## src/rtl/mips_muldiv_pkg.sv

```systemverilog
// Shared types and helpers for the MIPS iterative multiply/divide unit.
package mips_muldiv_pkg;

  // Sequencer states: idle, one iteration step per cycle, sign fix-up.
  typedef enum logic [1:0] {
    IDLE = 2'd0,
    RUN  = 2'd1,
    FIX  = 2'd2
  } state_t;

  // Operation encoding as seen on the op_div input.
  localparam logic OP_MUL = 1'b0;
  localparam logic OP_DIV = 1'b1;

  // Ceiling log2, used to size the step counter.
  function automatic int clog2(input int value);
    int result;
    int v;
    result = 0;
    v      = value - 1;
    while (v > 0) begin
      result++;
      v = v >> 1;
    end
    return result;
  endfunction

endpackage

```

## src/rtl/mips_muldiv_negate.sv

```systemverilog
// Conditional two's-complement negate, used both for operand magnitudes and
// for restoring the sign of results.
module mips_muldiv_negate #(
  parameter int WIDTH = 32
) (
  input  logic             neg,
  input  logic [WIDTH-1:0] din,
  output logic [WIDTH-1:0] dout
);

  assign dout = neg ? -din : din;

endmodule

```

## src/rtl/mips_muldiv_unit.sv

```systemverilog
// Iterative shift-add multiplier (and optional restoring divider) for the
// EX stage. Result is 2*WIDTH bits split into hi/lo; start/busy/done handshake.
// Optional divide support is built when MULDIV_DIV_EN is defined.
module mips_muldiv_unit
  import mips_muldiv_pkg::*;
#(
  parameter int WIDTH = 32
) (
  input  logic             clock,
  input  logic             reset_n,
  input  logic             start,
  input  logic             op_signed,
  input  logic             op_div,
  input  logic [WIDTH-1:0] a,
  input  logic [WIDTH-1:0] b,
  output logic             busy,
  output logic             done,
  output logic [WIDTH-1:0] hi,
  output logic [WIDTH-1:0] lo,
  output logic             div_by_zero
);

  localparam int CW = clog2(WIDTH) + 1;
`ifdef MULDIV_DIV_EN
  // The divisor magnitude is the adder operand in divide mode, so it needs
  // the extra bit that holds 2^(WIDTH-1).
  localparam int BW = WIDTH + 1;
`else
  localparam int BW = WIDTH;
`endif

  state_t          state, next_state;
  logic [CW-1:0]   cnt;
  logic [WIDTH:0]  acc;       // upper partial product / partial remainder
  logic [WIDTH-1:0] lo_reg;   // multiplier shifting out / quotient shifting in
  logic [WIDTH:0]  addend;    // multiplicand or divisor magnitude
  logic            neg_q;     // product / quotient is negative
  logic            neg_r;     // remainder is negative
  logic            done_q;
  logic [WIDTH-1:0] hi_q, lo_q;

  // Operand signs and magnitudes; the most-negative value needs WIDTH+1 bits.
  logic            sa, sb;
  logic [WIDTH:0]  a_mag;
  logic [BW-1:0]   b_ext, b_mag;

  assign sa = op_signed & a[WIDTH-1];
  assign sb = op_signed & b[WIDTH-1];
`ifdef MULDIV_DIV_EN
  assign b_ext = {sb, b};
`else
  assign b_ext = b;
`endif

  mips_muldiv_negate #(.WIDTH(WIDTH + 1)) u_neg_a (.neg(sa), .din({sa, a}), .dout(a_mag));
  mips_muldiv_negate #(.WIDTH(BW))        u_neg_b (.neg(sb), .din(b_ext),   .dout(b_mag));

  // One shift-add step: the sum never exceeds WIDTH+1 bits.
  logic [WIDTH:0] mul_sum;
  assign mul_sum = acc + (lo_reg[0] ? addend : '0);

  // Sign correction of the full-width magnitude product.
  logic [2*WIDTH-1:0] prod_fix;
  mips_muldiv_negate #(.WIDTH(2 * WIDTH)) u_neg_res (
    .neg(neg_q), .din({acc[WIDTH-1:0], lo_reg}), .dout(prod_fix)
  );

`ifdef MULDIV_DIV_EN
  logic            is_div, dbz_q, dbz_out;
  logic [WIDTH-1:0] a_raw;
  logic [WIDTH:0]  r_shift;
  logic [WIDTH+1:0] diff;
  logic [WIDTH-1:0] quo_fix, rem_fix;

  // Restoring step: shift the next dividend bit in and try to subtract.
  assign r_shift = {acc[WIDTH-1:0], lo_reg[WIDTH-1]};
  assign diff    = {1'b0, r_shift} - {1'b0, addend};

  mips_muldiv_negate #(.WIDTH(WIDTH)) u_neg_quo (.neg(neg_q), .din(lo_reg),          .dout(quo_fix));
  mips_muldiv_negate #(.WIDTH(WIDTH)) u_neg_rem (.neg(neg_r), .din(acc[WIDTH-1:0]), .dout(rem_fix));

  assign div_by_zero = dbz_out;
`else
  logic unused_op_div;
  assign unused_op_div = op_div;
  assign div_by_zero   = 1'b0;
`endif

  // State register.
  // NOTE: sequential state uses non-blocking assignments so every flop
  // samples the pre-edge values regardless of block ordering.
  always_ff @(posedge clock or negedge reset_n) begin
    if (!reset_n) state <= IDLE;
    else          state <= next_state;
  end

  // Next-state logic.
  // NOTE: next_state gets a default before the case so no path leaves it
  // unassigned, which would infer a latch.
  always_comb begin
    next_state = state;
    case (state)
      IDLE:    if (start) next_state = RUN;
      RUN:     if (cnt == CW'(WIDTH - 1)) next_state = FIX;
      FIX:     next_state = IDLE;
      default: next_state = IDLE;
    endcase
  end

  // Datapath: operand load, iteration, and result write-back.
  always_ff @(posedge clock or negedge reset_n) begin
    if (!reset_n) begin
      cnt    <= '0;
      acc    <= '0;
      lo_reg <= '0;
      addend <= '0;
      neg_q  <= 1'b0;
      neg_r  <= 1'b0;
      done_q <= 1'b0;
      hi_q   <= '0;
      lo_q   <= '0;
`ifdef MULDIV_DIV_EN
      is_div  <= 1'b0;
      dbz_q   <= 1'b0;
      dbz_out <= 1'b0;
      a_raw   <= '0;
`endif
    end else begin
      done_q <= 1'b0;
      case (state)
        IDLE: begin
          if (start) begin
            cnt   <= '0;
            acc   <= '0;
            neg_q <= sa ^ sb;
            neg_r <= sa;
`ifdef MULDIV_DIV_EN
            is_div <= (op_div == OP_DIV);
            dbz_q  <= (op_div == OP_DIV) && (b == '0);
            a_raw  <= a;
            if (op_div == OP_DIV) begin
              addend <= b_mag;
              lo_reg <= a_mag[WIDTH-1:0];
            end else begin
              addend <= a_mag;
              lo_reg <= b_mag[WIDTH-1:0];
            end
`else
            addend <= a_mag;
            lo_reg <= b_mag;
`endif
          end
        end
        RUN: begin
          cnt <= cnt + CW'(1);
`ifdef MULDIV_DIV_EN
          if (is_div) begin
            if (!diff[WIDTH+1]) begin
              acc    <= diff[WIDTH:0];
              lo_reg <= {lo_reg[WIDTH-2:0], 1'b1};
            end else begin
              acc    <= r_shift;
              lo_reg <= {lo_reg[WIDTH-2:0], 1'b0};
            end
          end else
`endif
          {acc, lo_reg} <= {1'b0, mul_sum, lo_reg[WIDTH-1:1]};
        end
        FIX: begin
          done_q <= 1'b1;
`ifdef MULDIV_DIV_EN
          dbz_out <= dbz_q;
          if (is_div) begin
            hi_q <= dbz_q ? a_raw : rem_fix;
            lo_q <= dbz_q ? '1    : quo_fix;
          end else
`endif
          {hi_q, lo_q} <= prod_fix;
        end
        default: ;
      endcase
    end
  end

  assign busy = (state != IDLE);
  assign done = done_q;
  assign hi   = hi_q;
  assign lo   = lo_q;

endmodule

```

## config.mk

```make
export PLATFORM = sky130hd
export DESIGN_NAME = mips_muldiv_unit
export DESIGN_NICKNAME = d
export VERILOG_FILES = /design/src/rtl/mips_muldiv_pkg.sv /design/src/rtl/mips_muldiv_negate.sv /design/src/rtl/mips_muldiv_unit.sv
export SDC_FILE = /design/constraint.sdc
export NUM_CORES = 1
export LEC_CHECK = 0
export ABC_AREA = 1
export CAP_MARGIN = 20
export CORE_MARGIN = 1.5
export CORE_UTILIZATION = 25
export CTS_CLUSTER_DIAMETER = 100
export DETAILED_ROUTE_END_ITERATION = 10
export SYNTH_ARGS = -nofsm -noshare
export SYNTH_HDL_FRONTEND = slang
export SYNTH_SLANG_ARGS = --single-unit
```

## constraint.sdc

```tcl
create_clock -name clock -period 2.6 [get_ports clock]
set_input_delay 0.78 -clock clock [delete_from_list [all_inputs] [get_ports clock]]
set_output_delay 0.78 -clock clock [all_outputs]
set_load 0.03 [all_outputs]
```

==> run metrics <==
outcome=completed; Flop pwr share=roughly 29%; PwrDens=1100 nW/um^2; CP cell instances=buf_12, nand2_1, inv_1, ha_1, nand2_1, inv_1, a21oi_1, nand2_1, nand2_1, nand2_1, o21ai_0, o21ai_0; FF-to-FF Start=lo_reg[0]; flops & latches, synth=171; die width=231 um; final setup skew=between 0.01 and 0.015 ns; Reg-to-Reg End=acc[14]; Iter 0 DRT Violations=1008; post-detail-place hpwl=between 30 and 40 mm; postcts setup bufs=0; vias in the first global route=about 13k; register area share after synthesis=between 30% and 40%; Crit. End Element=flip-flop; ys flop type=dfrtp_1; Antenna Diode Count=0; Reg2Reg Setup Slack=0.24 ns; Crit path required time=about 2.9 ns; TritonCTS clock tree=done; post-CTS sizing=1; Max Cap Viol=0; Final Setup Violations=0; antenna-violating nets left=0; maximum vdd drop=0.596 mV; area grow syn2layout=24.2%; Least-Margin Pin Slew=0.573 ns; htree depth=4; post-synthesis async set-or-reset flop share=100%; post-synth net total=roughly 2.1k; Num CTS Buffers=17; crit path DAT=between 2 and 3 ns; Design Power=17.8 mW; CTS Buffer Depth=2; aggregate global routing overflow=0; fmax=~420 MHz; Core ar.=between 50000 and 60000 sq um; die height=231 um; Root Buffer=clkbuf_16; boundary pin count=about 140; period utilization=between 90% and 100%; clock power share=between 10 and 15%; Layout fillers=between 5k and 6k; GP Congestion=~0.91; DRT Wirelength=between 40 and 50 mm; overall routing resource usage=around 17%; port bufs=133; Residual DRC=0; Core Util, Final=31.4%; final number of max-transition violations=0; Vias/cell=approximately 4.5; routed len/inst=roughly 15 um; Comb power frac=roughly 56%; YS warnings=0; layout cell share with drive strength beyond 1=between 7 and 8%; Tmin final=~2.4 ns; Final Hold Viols=0; clk_lat worst skew=about 0.46 ns; fin nets=between 2k and 2.5k; P_int=8.90 mW; first-pass GRT wire length=69.4 mm; DRT Pass-1 Iters=6; Setup TNS=0 ns; Syn Std Cell Area=13000 sq um; Slew headroom=61.8%; R2R depth=12; crit path max-delay cell type=dfrtp_2; cell leakage power=roughly 8.1 nW; P_sw=8.90 mW; Avg Cell Area, Syn=6.44 sq um; initial antenna violation count=0; Setup CP Type=reg2reg; largest net degree at the start of global routing=86; hold bufs inserted after CTS=0; unrepaired setup endpoints after global routing=false; number of enable flip-flop cells after synthesis=0; initial core utilization=approximately 25%; most frequent cell on the critical path=nand2_1; switch share=between 40% and 50%; DIE AREA=about 53000 sq um; CP max FO=31; critical path's largest stage delay=about 0.45 ns; CP startpoint kind=flip-flop; Cells after Synth=between 2k and 2.5k; Clock Pin Slew Worst Setup and Hold Paths=roughly 0.06 ns; commonest non-fill, non-tap cell in the layout=nand2_1; total number of vias=approximately 13k; Num Clock Sinks=171; max reg flops=64; most frequent cells in the layout=nand2_1 (705), inv_1 (255), nor2_1 (204), dfrtp_1 (169), nand3_1 (157); synth unique cells=48; Hold Path Class=in2async; row cnt=83
## synthesized netlist by cell type, types with 23 or more instances
cell type / number / share of area (%)
a22oi_1: 30 / 1.7
clkbuf_1: 28 / 0.81
nor2_1: 206 / 6.0
a21oi_1: 49 / 1.9
o21ai_0: 115 / 4.4
o21ai_1: 23 / 0.89
nand2_1: 709 / 21
inv_1: 256 / 7.4
nand4_1: 27 / 1.3
nand3_1: 157 / 6.1
ha_1: 36 / 3.5
dfrtp_1: 171 / 33
xor2_1: 46 / 3.1
## per-layer routing
metal  track usage (%)  wire length [um]  vias up
met5                 0                 0        -
met3              2.29              1880       40
met1              23.7             21700     5984
met2              25.9             18800      291
li1                  -                 -     6723
met4              4.64               809        0
## how the worst max path moves through the flow
stage	startpoint	endpoint	slack [ns]
floorplan	lo_reg[0]	acc[29]	0.23
global placement	b[0]	lo_reg[26]	0.01
detailed placement	a[1]	addend[23]	0.02
CTS	state[0]	busy	0.02
global route	lo_reg[0]	acc[19]	0.02
finish	lo_reg[0]	acc[14]	0.24
## cell families after synthesis
group / synth area share [%]
other: 0.0289
buffers and inverters: 9.63
XOR/XNOR: 3.91
flip-flops: 33.0
AO/OA/AOI/OAI: 10.9
adder cells (fa/ha/maj): 3.62
AND/OR/NAND/NOR: 38.9
## worst max-delay path, delay by kind of cell (launching register included)
kind	cells	cell delay, ns
and+or+nand+nor	5	0.53
DFF	1	0.45
AOI/OAI and AO/OA	3	0.58
adders and majority gates	1	0.34
buffers and inverters	3	0.31
## per-stage QoR
step	instance area, sq um	instances	worst slack, ns	hold slack (ns)
after floorplan	13000	2015	0.230	0.449
after global placement	15500	2838	0.0115	0.466
after detailed placement	15500	2838	0.0162	0.466
after CTS	16100	2870	0.0180	0.226
after global routing	16100	2870	0.0191	0.241
final	16100	2870	0.243	0.238
## power groups by stage
stage,Clock [mW],Sequential (mW),Combinational (mW)
2_1_floorplan,0,5.23,6.35
3_3_place_gp,0,5.08,9.82
3_5_place_dp,0,5.12,9.96
4_1_cts,2.72,5.08,10.0
5_1_grt,2.82,5.26,11.3
6_report,2.64,5.10,10.1
## cell type report
type | instances | area (sq um) | area share (%)
clock buffers | 22 | 464 | 2.88
multi-input cells | 1526 | 7480 | 46.4
flip-flops and latches | 171 | 4280 | 26.6
clock inverters | 10 | 140 | 0.869
well taps | 680 | 851 | 5.28
inverters | 263 | 988 | 6.13
repair buffers | 198 | 1910 | 11.9
(Power assumes the default switching activity.)
